<file path="src/rtl/fb_access_arbiter.sv">
// Framebuffer port arbiter: display reader with fixed priority, bounded writer
// starvation, round-robin between two pixel writers, out-of-range filtering.
module fb_access_arbiter #(
    parameter int DISPLAY_WIDTH  = 128,
    parameter int DISPLAY_HEIGHT = 64,
    parameter int READ_LATENCY   = 1,
    parameter int STARVE_LIMIT   = 16
) (
    input  logic       clk,
    input  logic       reset,
    input  logic       rd_req,
    input  logic [7:0] rd_xpos,
    input  logic [7:0] rd_ypos,
    input  logic       rd_mode,
    output logic       rd_ack,
    output logic       rd_valid,
    output logic [7:0] rd_data,
    input  logic       wr0_req,
    input  logic [7:0] wr0_xpos,
    input  logic [7:0] wr0_ypos,
    input  logic       wr0_pix,
    output logic       wr0_ack,
    input  logic       wr1_req,
    input  logic [7:0] wr1_xpos,
    input  logic [7:0] wr1_ypos,
    input  logic       wr1_pix,
    output logic       wr1_ack,
    output logic       fb_re,
    output logic       fb_we,
    output logic [7:0] fb_xpos,
    output logic [7:0] fb_ypos,
    output logic       fb_mode,
    output logic       fb_din,
    input  logic [7:0] fb_dout,
    output logic       busy,
    output logic [1:0] grant_owner
);

    typedef enum logic [1:0] {
        IDLE,
        RD_ISSUE,
        RD_WAIT,
        WR_ISSUE
    } state_t;

    localparam int SCW = (STARVE_LIMIT > 0) ? $clog2(STARVE_LIMIT + 1) : 1;
    localparam logic [SCW-1:0] S_MAX  = SCW'(STARVE_LIMIT);
    localparam logic [8:0]     X_LIM  = 9'(DISPLAY_WIDTH);
    localparam logic [8:0]     Y_LIM  = 9'(DISPLAY_HEIGHT);
    localparam logic [2:0]     W_LAST = 3'(READ_LATENCY - 1);

    state_t         state;
    logic [SCW-1:0] starve_cnt;
    logic           last_wr;
    logic           rd_oor;
    logic [2:0]     wait_cnt;

    logic       wr_any;
    logic       starved;
    logic       pick1;
    logic [7:0] wx;
    logic [7:0] wy;
    logic       wpix;
    logic       rd_ok;
    logic       wr_ok;

    function automatic logic in_range(input logic [7:0] x, input logic [7:0] y);
        return ({1'b0, x} < X_LIM) && ({1'b0, y} < Y_LIM);
    endfunction

    // the writer opposite last_wr wins when pending, otherwise last_wr
    assign wr_any  = wr0_req | wr1_req;
    assign starved = wr_any && (starve_cnt == S_MAX);
    assign pick1   = last_wr ? !wr0_req : wr1_req;
    assign wx      = pick1 ? wr1_xpos : wr0_xpos;
    assign wy      = pick1 ? wr1_ypos : wr0_ypos;
    assign wpix    = pick1 ? wr1_pix : wr0_pix;
    assign rd_ok   = in_range(rd_xpos, rd_ypos);
    assign wr_ok   = in_range(wx, wy);

    always_ff @(posedge clk) begin
        if (!reset) begin
            state       <= IDLE;
            starve_cnt  <= '0;
            last_wr     <= 1'b1;
            rd_oor      <= 1'b0;
            wait_cnt    <= '0;
            rd_ack      <= 1'b0;
            rd_valid    <= 1'b0;
            rd_data     <= 8'h00;
            wr0_ack     <= 1'b0;
            wr1_ack     <= 1'b0;
            fb_re       <= 1'b0;
            fb_we       <= 1'b0;
            fb_xpos     <= 8'h00;
            fb_ypos     <= 8'h00;
            fb_mode     <= 1'b0;
            fb_din      <= 1'b0;
            busy        <= 1'b0;
            grant_owner <= 2'd0;
        end else begin
            rd_ack   <= 1'b0;
            rd_valid <= 1'b0;
            wr0_ack  <= 1'b0;
            wr1_ack  <= 1'b0;
            fb_re    <= 1'b0;
            fb_we    <= 1'b0;
            unique case (state)
                IDLE: begin
                    if (wr_any && (starved || !rd_req)) begin
                        state       <= WR_ISSUE;
                        busy        <= 1'b1;
                        grant_owner <= pick1 ? 2'd3 : 2'd2;
                        wr0_ack     <= !pick1;
                        wr1_ack     <= pick1;
                        last_wr     <= pick1;
                        starve_cnt  <= '0;
                        fb_xpos     <= wx;
                        fb_ypos     <= wy;
                        fb_din      <= wpix;
                        fb_we       <= wr_ok;
                    end else if (rd_req) begin
                        state       <= RD_ISSUE;
                        busy        <= 1'b1;
                        grant_owner <= 2'd1;
                        rd_ack      <= 1'b1;
                        fb_xpos     <= rd_xpos;
                        fb_ypos     <= rd_ypos;
                        fb_mode     <= rd_mode;
                        fb_re       <= rd_ok;
                        rd_oor      <= !rd_ok;
                        if (!wr_any)
                            starve_cnt <= '0;
                        else if (starve_cnt != S_MAX)
                            starve_cnt <= starve_cnt + 1'b1;
                    end else begin
                        starve_cnt <= '0;
                    end
                end
                RD_ISSUE: begin
                    state    <= RD_WAIT;
                    wait_cnt <= '0;
                end
                RD_WAIT: begin
                    if (wait_cnt == W_LAST) begin
                        state       <= IDLE;
                        busy        <= 1'b0;
                        grant_owner <= 2'd0;
                        rd_valid    <= 1'b1;
                        rd_data     <= rd_oor ? 8'h00 : fb_dout;
                    end else begin
                        wait_cnt <= wait_cnt + 1'b1;
                    end
                end
                WR_ISSUE: begin
                    state       <= IDLE;
                    busy        <= 1'b0;
                    grant_owner <= 2'd0;
                end
                default: state <= IDLE;
            endcase
        end
    end

endmodule

</file>
<file path="config.mk">
export PLATFORM = sky130hd
export DESIGN_NAME = fb_access_arbiter
export DESIGN_NICKNAME = d
export VERILOG_FILES = /design/src/rtl/fb_access_arbiter.sv
export SDC_FILE = /design/constraint.sdc
export NUM_CORES = 1
export LEC_CHECK = 0
export CAP_MARGIN = 10
export CORE_ASPECT_RATIO = 1.75
export CORE_MARGIN = 4
export CORE_UTILIZATION = 40
export CTS_BUF_LIST = sky130_fd_sc_hd__clkbuf_2
export CTS_CLUSTER_SIZE = 16
export DETAILED_ROUTE_END_ITERATION = 10
export PLACE_DENSITY = 0.75
export REMOVE_ABC_BUFFERS = 1
export SYNTH_ARGS = -nofsm -noshare
export SYNTH_HDL_FRONTEND = slang
export SYNTH_SLANG_ARGS = --single-unit
</file>
<file path="constraint.sdc">
create_clock -name clk -period 2.3 [get_ports clk]
set_input_delay 0.23 -clock clk [delete_from_list [all_inputs] [get_ports clk]]
set_output_delay 0.23 -clock clk [all_outputs]
set_load 0.02 [all_outputs]
</file>
==> impl_summary.log, run 1 <==
[metrics] result of the run: complete, no violations
[metrics] top cell types by occurrence after synthesis: sky130_fd_sc_hd__dfxtp_1, sky130_fd_sc_hd__mux2i_1, sky130_fd_sc_hd__a32oi_1
[metrics] worst stage delay on the critical path: 0.45 ns
[metrics] synthesis-to-finish area growth: 49.8%
[metrics] maximum number of pins on one net before global-route repair: 22
[metrics] Initial Util: 0.417
[metrics] cell count after synthesis: 210
[metrics] final routed wirelength across all metal layers: 5450 µm
[metrics] half-perimeter wire length after detailed placement: 4310 µm
[metrics] top-count cell post-synth: sky130_fd_sc_hd__dfxtp_1
[metrics] vias in the first global route: 2005
[metrics] final-report setup violation count: 0
[metrics] die outline area: 0.00655 mm²
[metrics] number of nets with antenna violations after routing: 0
[metrics] overall power: 1.81 mW
[metrics] most area-consuming cells after synthesis: sky130_fd_sc_hd__dfxtp_1, sky130_fd_sc_hd__mux2i_1, sky130_fd_sc_hd__a32oi_1
[metrics] proportion of register bits with asynchronous set or reset after synthesis: 0
[metrics] post-synth top area cell: sky130_fd_sc_hd__dfxtp_1
[metrics] remaining routing DRC violations: 0
[metrics] number of buffers added by the clock tree synthesis step: 5
[metrics] detailed-route via count: 1942
[metrics] total number of nets in the final design: 375
[metrics] Sum Neg Setup Slack: 0 ns
[metrics] count of state elements after synthesis: 47
[metrics] Slew headroom: 0.543
[metrics] setup bufs post-CTS: 0
[metrics] minimum setup slack after placement: 0.277 ns
[metrics] global-route usage over all layers: 0.169
[metrics] post-route clock period utilization: 0.799
[metrics] average wire per cell in the routed design: 15.1 µm
[metrics] worst vdd rail ir drop: 361 µV
[metrics] first-pass iteration count of the detailed router: 4
[metrics] count of final hold-check violations: 0
[metrics] type of origin of the critical path: register
[metrics] proportion of layout cells with a drive suffix above 1: 0.0909
[metrics] unrepaired setup endpoints after global routing: false
[metrics] yosys synthesis warning count: 0
[metrics] area share of the largest cell type after synthesis: 0.445
[metrics] static leakage: 1.21 nW
[metrics] combinational fraction of design power: 0.301
[metrics] maximum root-to-sink buffer count: 2
[metrics] end-of-flow core utilization: 0.625
[metrics] number of hold-repair buffers added at the cts stage: 0
[metrics] nature of the critical path endpoint: register
[metrics] part of the total power dissipated in the clock network: 0.189
[metrics] core outline area: 0.00506 mm²
[metrics] Pint: 1.24 mW
[metrics] proportion of total power due to net switching: 0.316
[metrics] number of antenna violations at the first check in global routing: 0
[metrics] Synth Flop Type: sky130_fd_sc_hd__dfxtp_1
[metrics] Placer Congestion: 0.757
[metrics] Slew Limit Fails: 0
[metrics] remaining global-route overflow: 0
[metrics] synthesized area per cell: 10.1 µm²
[metrics] die span in y: 104 µm
[metrics] final std cells w/o fill: 362
[metrics] number of enable-type register cells in the synthesized netlist: 0
[metrics] Worst Slack Setup Final: 0.462 ns
[metrics] worst-path fanout max: 8
[metrics] die width: 62.9 µm
[metrics] sinks on the clock net: 47
[metrics] routed vias/inst: 5.36
[metrics] crit path cell chain: inv_1, ha_1, nor4bb_1, and2_1, nor2b_1, a22o_1
[metrics] placed cell count: 354
[metrics] transition time at the pin with the least slew margin: 0.686 ns
[metrics] count of max-cap constraint violations: 0
[metrics] clock tree from TritonCTS: built
[metrics] Final Critical Period: 1.84 ns
[metrics] Distinct cells, synth: 40
[metrics] Worst Path Arrival: 2.20 ns
[metrics] clock edge transition at the registers on the reported setup and hold paths: 0.24 ns
[metrics] clk root buf: sky130_fd_sc_hd__clkbuf_2
[metrics] number of primary I/O pins: 99
[metrics] cell type of the slowest stage on the worst timing path: sky130_fd_sc_hd__nor2b_1
[metrics] post-synthesis cell area: 0.00211 mm²
[metrics] worst clock skew: 0.0170 ns
[metrics] power per standard cell area: 573 mW/mm²
[metrics] global-route wire length before repair: 8950 µm
[metrics] drt first-iter violations: 50
[metrics] net switching power of the design: 0.572 mW
[metrics] site row count: 34
[metrics] Seq/Total Area, Yosys: 0.445
[metrics] register share of total power: 0.510
[metrics] maximum clock frequency: 0.544 GHz
[metrics] worst min-delay path category: input pin to register
[metrics] CTS H-tree lvls: 2
[metrics] Port Buf Inserts: 98
[metrics] Inserted Diodes: 0
[metrics] classification of the worst setup path: register to register
[metrics] worst-skew pair later-pin latency: 0.41 ns
[metrics] quantity of gates resized following cts: 0
[metrics] CP required: 2.66 ns
==> per-stage QoR <==
step | cell area [µm²] | hold WS (ns)
2_1_floorplan | 2030 | 0.301
3_3_place_gp | 3120 | 0.451
3_5_place_dp | 3120 | 0.454
4_1_cts | 3160 | 0.332
5_1_grt | 3160 | 0.333
6_report | 3160 | 0.335
==> power groups by stage <==
stage	logic, mW	clock network, mW	registers (mW)
floorplan	0.189	0	1.01
global placement	0.548	0	0.938
detailed placement	0.551	0	0.940
CTS	0.554	0.359	0.924
global route	0.587	0.395	0.935
finish	0.546	0.342	0.924
==> path summary, 6_finish.rpt <==
check / startpoint / to / slack [ns] / cells after the start
setup / recovery: wait_cnt[0]$_SDFFE_PN0P_ / rd_data[4]$_SDFFE_PN0P_ / 0.46 / 6
hold reg to reg: fb_mode$_SDFFE_PN0P_ / fb_mode$_SDFFE_PN0P_ / 0.48 / 2
setup reg to reg: wait_cnt[0]$_SDFFE_PN0P_ / rd_data[4]$_SDFFE_PN0P_ / 0.46 / 6
hold / removal: rd_mode / fb_mode$_SDFFE_PN0P_ / 0.34 / 3
==> registers in the layout, indices dropped and copies added (netlist names), 2 cells and up <==
register / count
rd_data: 8
starve_cnt: 5
state: 2
fb_ypos: 8
fb_xpos: 8
wait_cnt: 3
grant_owner: 2
==> layer usage <==
layer	vias to the layer above	share of wire	track usage
li1	975	-	-
met1	884	0.36	0.156
met2	76	0.54	0.327
met3	7	0.079	0.0595
met4	0	0.017	0.0585
met5	-	0	0
==> cells in the final DEF (no fill, tap or decap), types with 2 or more instances in the layout <==
cell | netlist | final
sky130_fd_sc_hd__nand3_1 | 5 | 5
sky130_fd_sc_hd__a21oi_1 | 8 | 8
sky130_fd_sc_hd__o21ai_0 | 3 | 3
sky130_fd_sc_hd__o21ai_1 | 10 | 9
sky130_fd_sc_hd__a22o_1 | 9 | 9
sky130_fd_sc_hd__dfxtp_1 | 47 | 47
sky130_fd_sc_hd__a32oi_1 | 16 | 16
sky130_fd_sc_hd__buf_4 | 1 | 5
sky130_fd_sc_hd__a31oi_1 | 2 | 2
sky130_fd_sc_hd__and2_1 | 3 | 3
sky130_fd_sc_hd__ha_1 | 4 | 4
sky130_fd_sc_hd__nand2b_1 | 3 | 3
sky130_fd_sc_hd__clkbuf_2 | 0 | 5
sky130_fd_sc_hd__nor4bb_1 | 2 | 2
sky130_fd_sc_hd__o21ai_2 | 9 | 10
sky130_fd_sc_hd__clkdlybuf4s50_1 | 0 | 98
sky130_fd_sc_hd__nor2b_1 | 4 | 4
sky130_fd_sc_hd__inv_1 | 10 | 10
sky130_fd_sc_hd__nor2_1 | 10 | 10
sky130_fd_sc_hd__mux2i_1 | 20 | 20
sky130_fd_sc_hd__nand2_1 | 14 | 14
==> worst max-delay path, delay by kind of cell, from the launching register on <==
kind	cells	cell delay, ns
buf+inv	1	0.08
flops	1	0.39
fa+ha+maj	1	0.17
simple gates	3	0.95
compound gates	1	0.20
==> logic make-up (layout without fill, tap and decap cells) <==
logic type | count (synthesis) | in the layout | synth area share
compound gates | 68 | 68 | 0.248
flops | 47 | 47 | 0.445
simple gates | 47 | 47 | 0.127
buf+inv | 23 | 121 | 0.0569
mux | 20 | 20 | 0.0948
fa+ha+maj | 4 | 4 | 0.0237
xor+xnor | 1 | 1 | 0.00415
==> cell type report <==
class,instances,area [µm²]
fillers,438,1900
multi-input cells,140,1050
flip-flops and latches,47,941
clock inverters,3,20.0
clock buffers,5,25.0
inverters,10,37.5
well taps,54,67.6
repair buffers,103,1020
No activity file was read; power rests on OpenSTA's default activity.
==> run 2, diff against run 1 <==
--- a/config.mk
+++ b/config.mk
@@ -8,7 +8,7 @@
 export CAP_MARGIN = 10
 export CORE_ASPECT_RATIO = 1.75
 export CORE_MARGIN = 4
-export CORE_UTILIZATION = 40
+export CORE_UTILIZATION = 38
 export CTS_BUF_LIST = sky130_fd_sc_hd__clkbuf_2
 export CTS_CLUSTER_SIZE = 16
 export DETAILED_ROUTE_END_ITERATION = 10
==> constraint.sdc (replaced) <==
create_clock -name clk -period 1.55 [get_ports clk]
set_input_delay 0.155 -clock clk [delete_from_list [all_inputs] [get_ports clk]]
set_output_delay 0.155 -clock clk [all_outputs]
set_load 0.02 [all_outputs]
==> run 2 against run 1 <==
Effect of this change: wire length is 13% higher; clock power grew 140%; non-clock buffer count grew 35; count of clock-buffer cells in the layout rose by 1; first-iteration DRC count increased by 36%; via count grew 9.7%; critical path type unchanged; largest cell class is now non-clock buffers; largest power group unchanged.
==> impl_summary.log, run 2 (synthesis results as in run 1) <==
[metrics] Hold Crit Start: rd_mode
[metrics] maximum root-to-sink buffer count: 2
[metrics] Pint: 2.23 mW
[metrics] worst min-delay path category: input pin to register
[metrics] maximum number of pins on one net before global-route repair: 15
[metrics] sinks on the clock net: 47
[metrics] worst-skew pair later-pin latency: 0.41 ns
[metrics] CTS H-tree lvls: 2
[metrics] Hold Path Sink: fb_mode$_SDFFE_PN0P_
[metrics] number of buffers added by the clock tree synthesis step: 5
[metrics] site row count: 35
[metrics] area of all placed cells without fillers: 0.00365 mm²
[metrics] Slew headroom: 0.709
[metrics] average wire per cell in the routed design: 14.7 µm
[metrics] Inserted Diodes: 0
[metrics] nature of the critical path endpoint: register
[metrics] remaining global-route overflow: 0
[metrics] classification of the worst setup path: register to register
[metrics] capturing point of the worst reg2reg path: fb_ypos[3]$_SDFFE_PN0P_
[metrics] drt first-iter violations: 68
[metrics] clock edge transition at the registers on the reported setup and hold paths: 0.23 ns
[metrics] minimum setup slack after placement: -0.260 ns
[metrics] Final Critical Period: 1.52 ns
[metrics] number of antenna violations at the first check in global routing: 0
[metrics] half-perimeter wire length after detailed placement: 4700 µm
[metrics] proportion of layout cells with a drive suffix above 1: 0.268
[metrics] total number of nets in the final design: 410
[metrics] power per standard cell area: 853 mW/mm²
[metrics] Placer Congestion: 0.799
[metrics] proportion of total power due to net switching: 0.284
[metrics] core outline area: 0.00534 mm²
[metrics] count of final hold-check violations: 0
[metrics] first-pass iteration count of the detailed router: 4
[metrics] worst-path fanout max: 6
[metrics] remaining routing DRC violations: 0
[metrics] number of hold-repair buffers added at the cts stage: 0
[metrics] register-to-register setup slack: 0.03 ns
[metrics] Slew Limit Fails: 0
[metrics] Worst Path Arrival: 1.89 ns
[metrics] part of the total power dissipated in the clock network: 0.263
[metrics] post-route clock period utilization: 0.981
[metrics] Port Buf Inserts: 98
[metrics] global-route wire length before repair: 9430 µm
[metrics] clk root buf: sky130_fd_sc_hd__clkbuf_2
[metrics] count of max-cap constraint violations: 0
[metrics] unrepaired setup endpoints after global routing: true
[metrics] maximum clock frequency: 0.658 GHz
[metrics] detailed-route via count: 2131
[metrics] die width: 64.4 µm
[metrics] register share of total power: 0.440
[metrics] CP required: 1.91 ns
[metrics] Placed Instance Area: 0.00338 mm²
[metrics] leading cell type in the layout, fill and taps excluded: sky130_fd_sc_hd__clkdlybuf4s50_1
[metrics] commonest non-fill, non-tap cells in the layout: sky130_fd_sc_hd__clkdlybuf4s50_1, sky130_fd_sc_hd__dfxtp_1, sky130_fd_sc_hd__dlygate4sd2_1
[metrics] number of primary I/O pins: 99
[metrics] worst clock skew: 0.0302 ns
[metrics] top flop regs: fb_xpos (8), fb_ypos (8), rd_data (8)
[metrics] final-report setup violation count: 0
[metrics] RR Startpoint: starve_cnt[0]$_SDFFE_PN0P_
[metrics] placed cell count: 403
[metrics] combinational fraction of design power: 0.297
[metrics] routed vias/inst: 5.11
[metrics] number of nets with antenna violations after routing: 0
[metrics] die outline area: 0.00686 mm²
[metrics] net switching power of the design: 0.883 mW
[metrics] die span in y: 107 µm
[metrics] transition time at the pin with the least slew margin: 0.437 ns
[metrics] type of origin of the critical path: register
[metrics] final routed wirelength across all metal layers: 6140 µm
[metrics] static leakage: 1.62 nW
[metrics] count of cells along the worst register-to-register path: 6
[metrics] result of the run: complete, no violations
[metrics] synthesis-to-finish area growth: 72.8%
[metrics] Initial Util: 0.395
[metrics] vias in the first global route: 2169
[metrics] global-route usage over all layers: 0.173
[metrics] Cells on Worst Hold Path: 3
[metrics] Worst Slack Setup Final: 0.0292 ns
[metrics] clock tree from TritonCTS: built
[metrics] worst vdd rail ir drop: 542 µV
[metrics] final std cells w/o fill: 417
## run 2: worst max-delay path: stages (launching register included)
cell and delay, ns:
sky130_fd_sc_hd__dfxtp_2 0.37, sky130_fd_sc_hd__inv_2 0.07, sky130_fd_sc_hd__ha_4 0.13, sky130_fd_sc_hd__and4bb_4 0.31
sky130_fd_sc_hd__o2111ai_4 0.16, sky130_fd_sc_hd__bufbuf_16 0.32, sky130_fd_sc_hd__o21ai_2 0.13
## run 2: cell type report
cell class | instances | area, µm²
Timing Repair Buffer | 138 | 1300
Multi-Input combinational cell | 140 | 1190
Clock buffer | 6 | 30.0
Fill cell | 460 | 1690
Inverter | 10 | 37.5
Tap cell | 74 | 92.6
Clock inverter | 2 | 60.1
Sequential cell | 47 | 946
## run 2: worst max-delay path by stage
stage	startpoint	end	slack (ns)	cells past startpoint
global route	starve_cnt[0]$_SDFFE_PN0P_	wr1_ack$_SDFF_PN0_	-0.07	6
CTS	starve_cnt[1]$_SDFFE_PN0P_	fb_xpos[1]$_SDFFE_PN0P_	0.006	6
detailed placement	wait_cnt[0]$_SDFFE_PN0P_	rd_data[6]$_SDFFE_PN0P_	-0.26	6
finish	starve_cnt[0]$_SDFFE_PN0P_	fb_ypos[3]$_SDFFE_PN0P_	0.03	6
floorplan	last_wr$_SDFFE_PN1P_	fb_we$_SDFF_PN0_	-0.56	3
global placement	wr0_req	fb_xpos[2]$_SDFFE_PN0P_	-0.21	5
## run 2: metrics by stage
step | total power [mW] | util | hold WS [ns] | setup TNS, ns
floorplan | 1.77 | - | 0.226 | -10.63
global placement | 2.28 | 0.632 | 0.454 | -5.57
detailed placement | 2.29 | 0.632 | 0.457 | -7.56
CTS | 3.09 | 0.661 | 0.245 | 0
global route | 3.27 | 0.683 | 0.248 | -0.508
finish | 3.11 | 0.683 | 0.275 | 0
## run 2: power groups by stage
stage	clock, mW	sequential [mW]	combinational [mW]
finish	0.817	1.37	0.925
global route	0.895	1.38	0.998
CTS	0.839	1.37	0.885
detailed placement	0	1.39	0.904
global placement	0	1.39	0.891
floorplan	0	1.49	0.281
## run 2: what timing repair did
item / 4_1_cts / 5_1_grt
setup endpoints to repair: 66 / 34
pin swaps: 4 / 11
resized for setup: 48 / 24
cloned: 1 / 0
buffers inserted: 3 / 2
## run 2: per-layer routing
layer | global-route usage | vias up | share of wire | routed length, µm
met5 | 0 | - | 0 | 0
met4 | 0.0847 | 0 | 0.036 | 223
met3 | 0.0419 | 19 | 0.063 | 387
met2 | 0.331 | 88 | 0.56 | 3430
met1 | 0.165 | 983 | 0.34 | 2100
li1 | - | 1041 | - | -
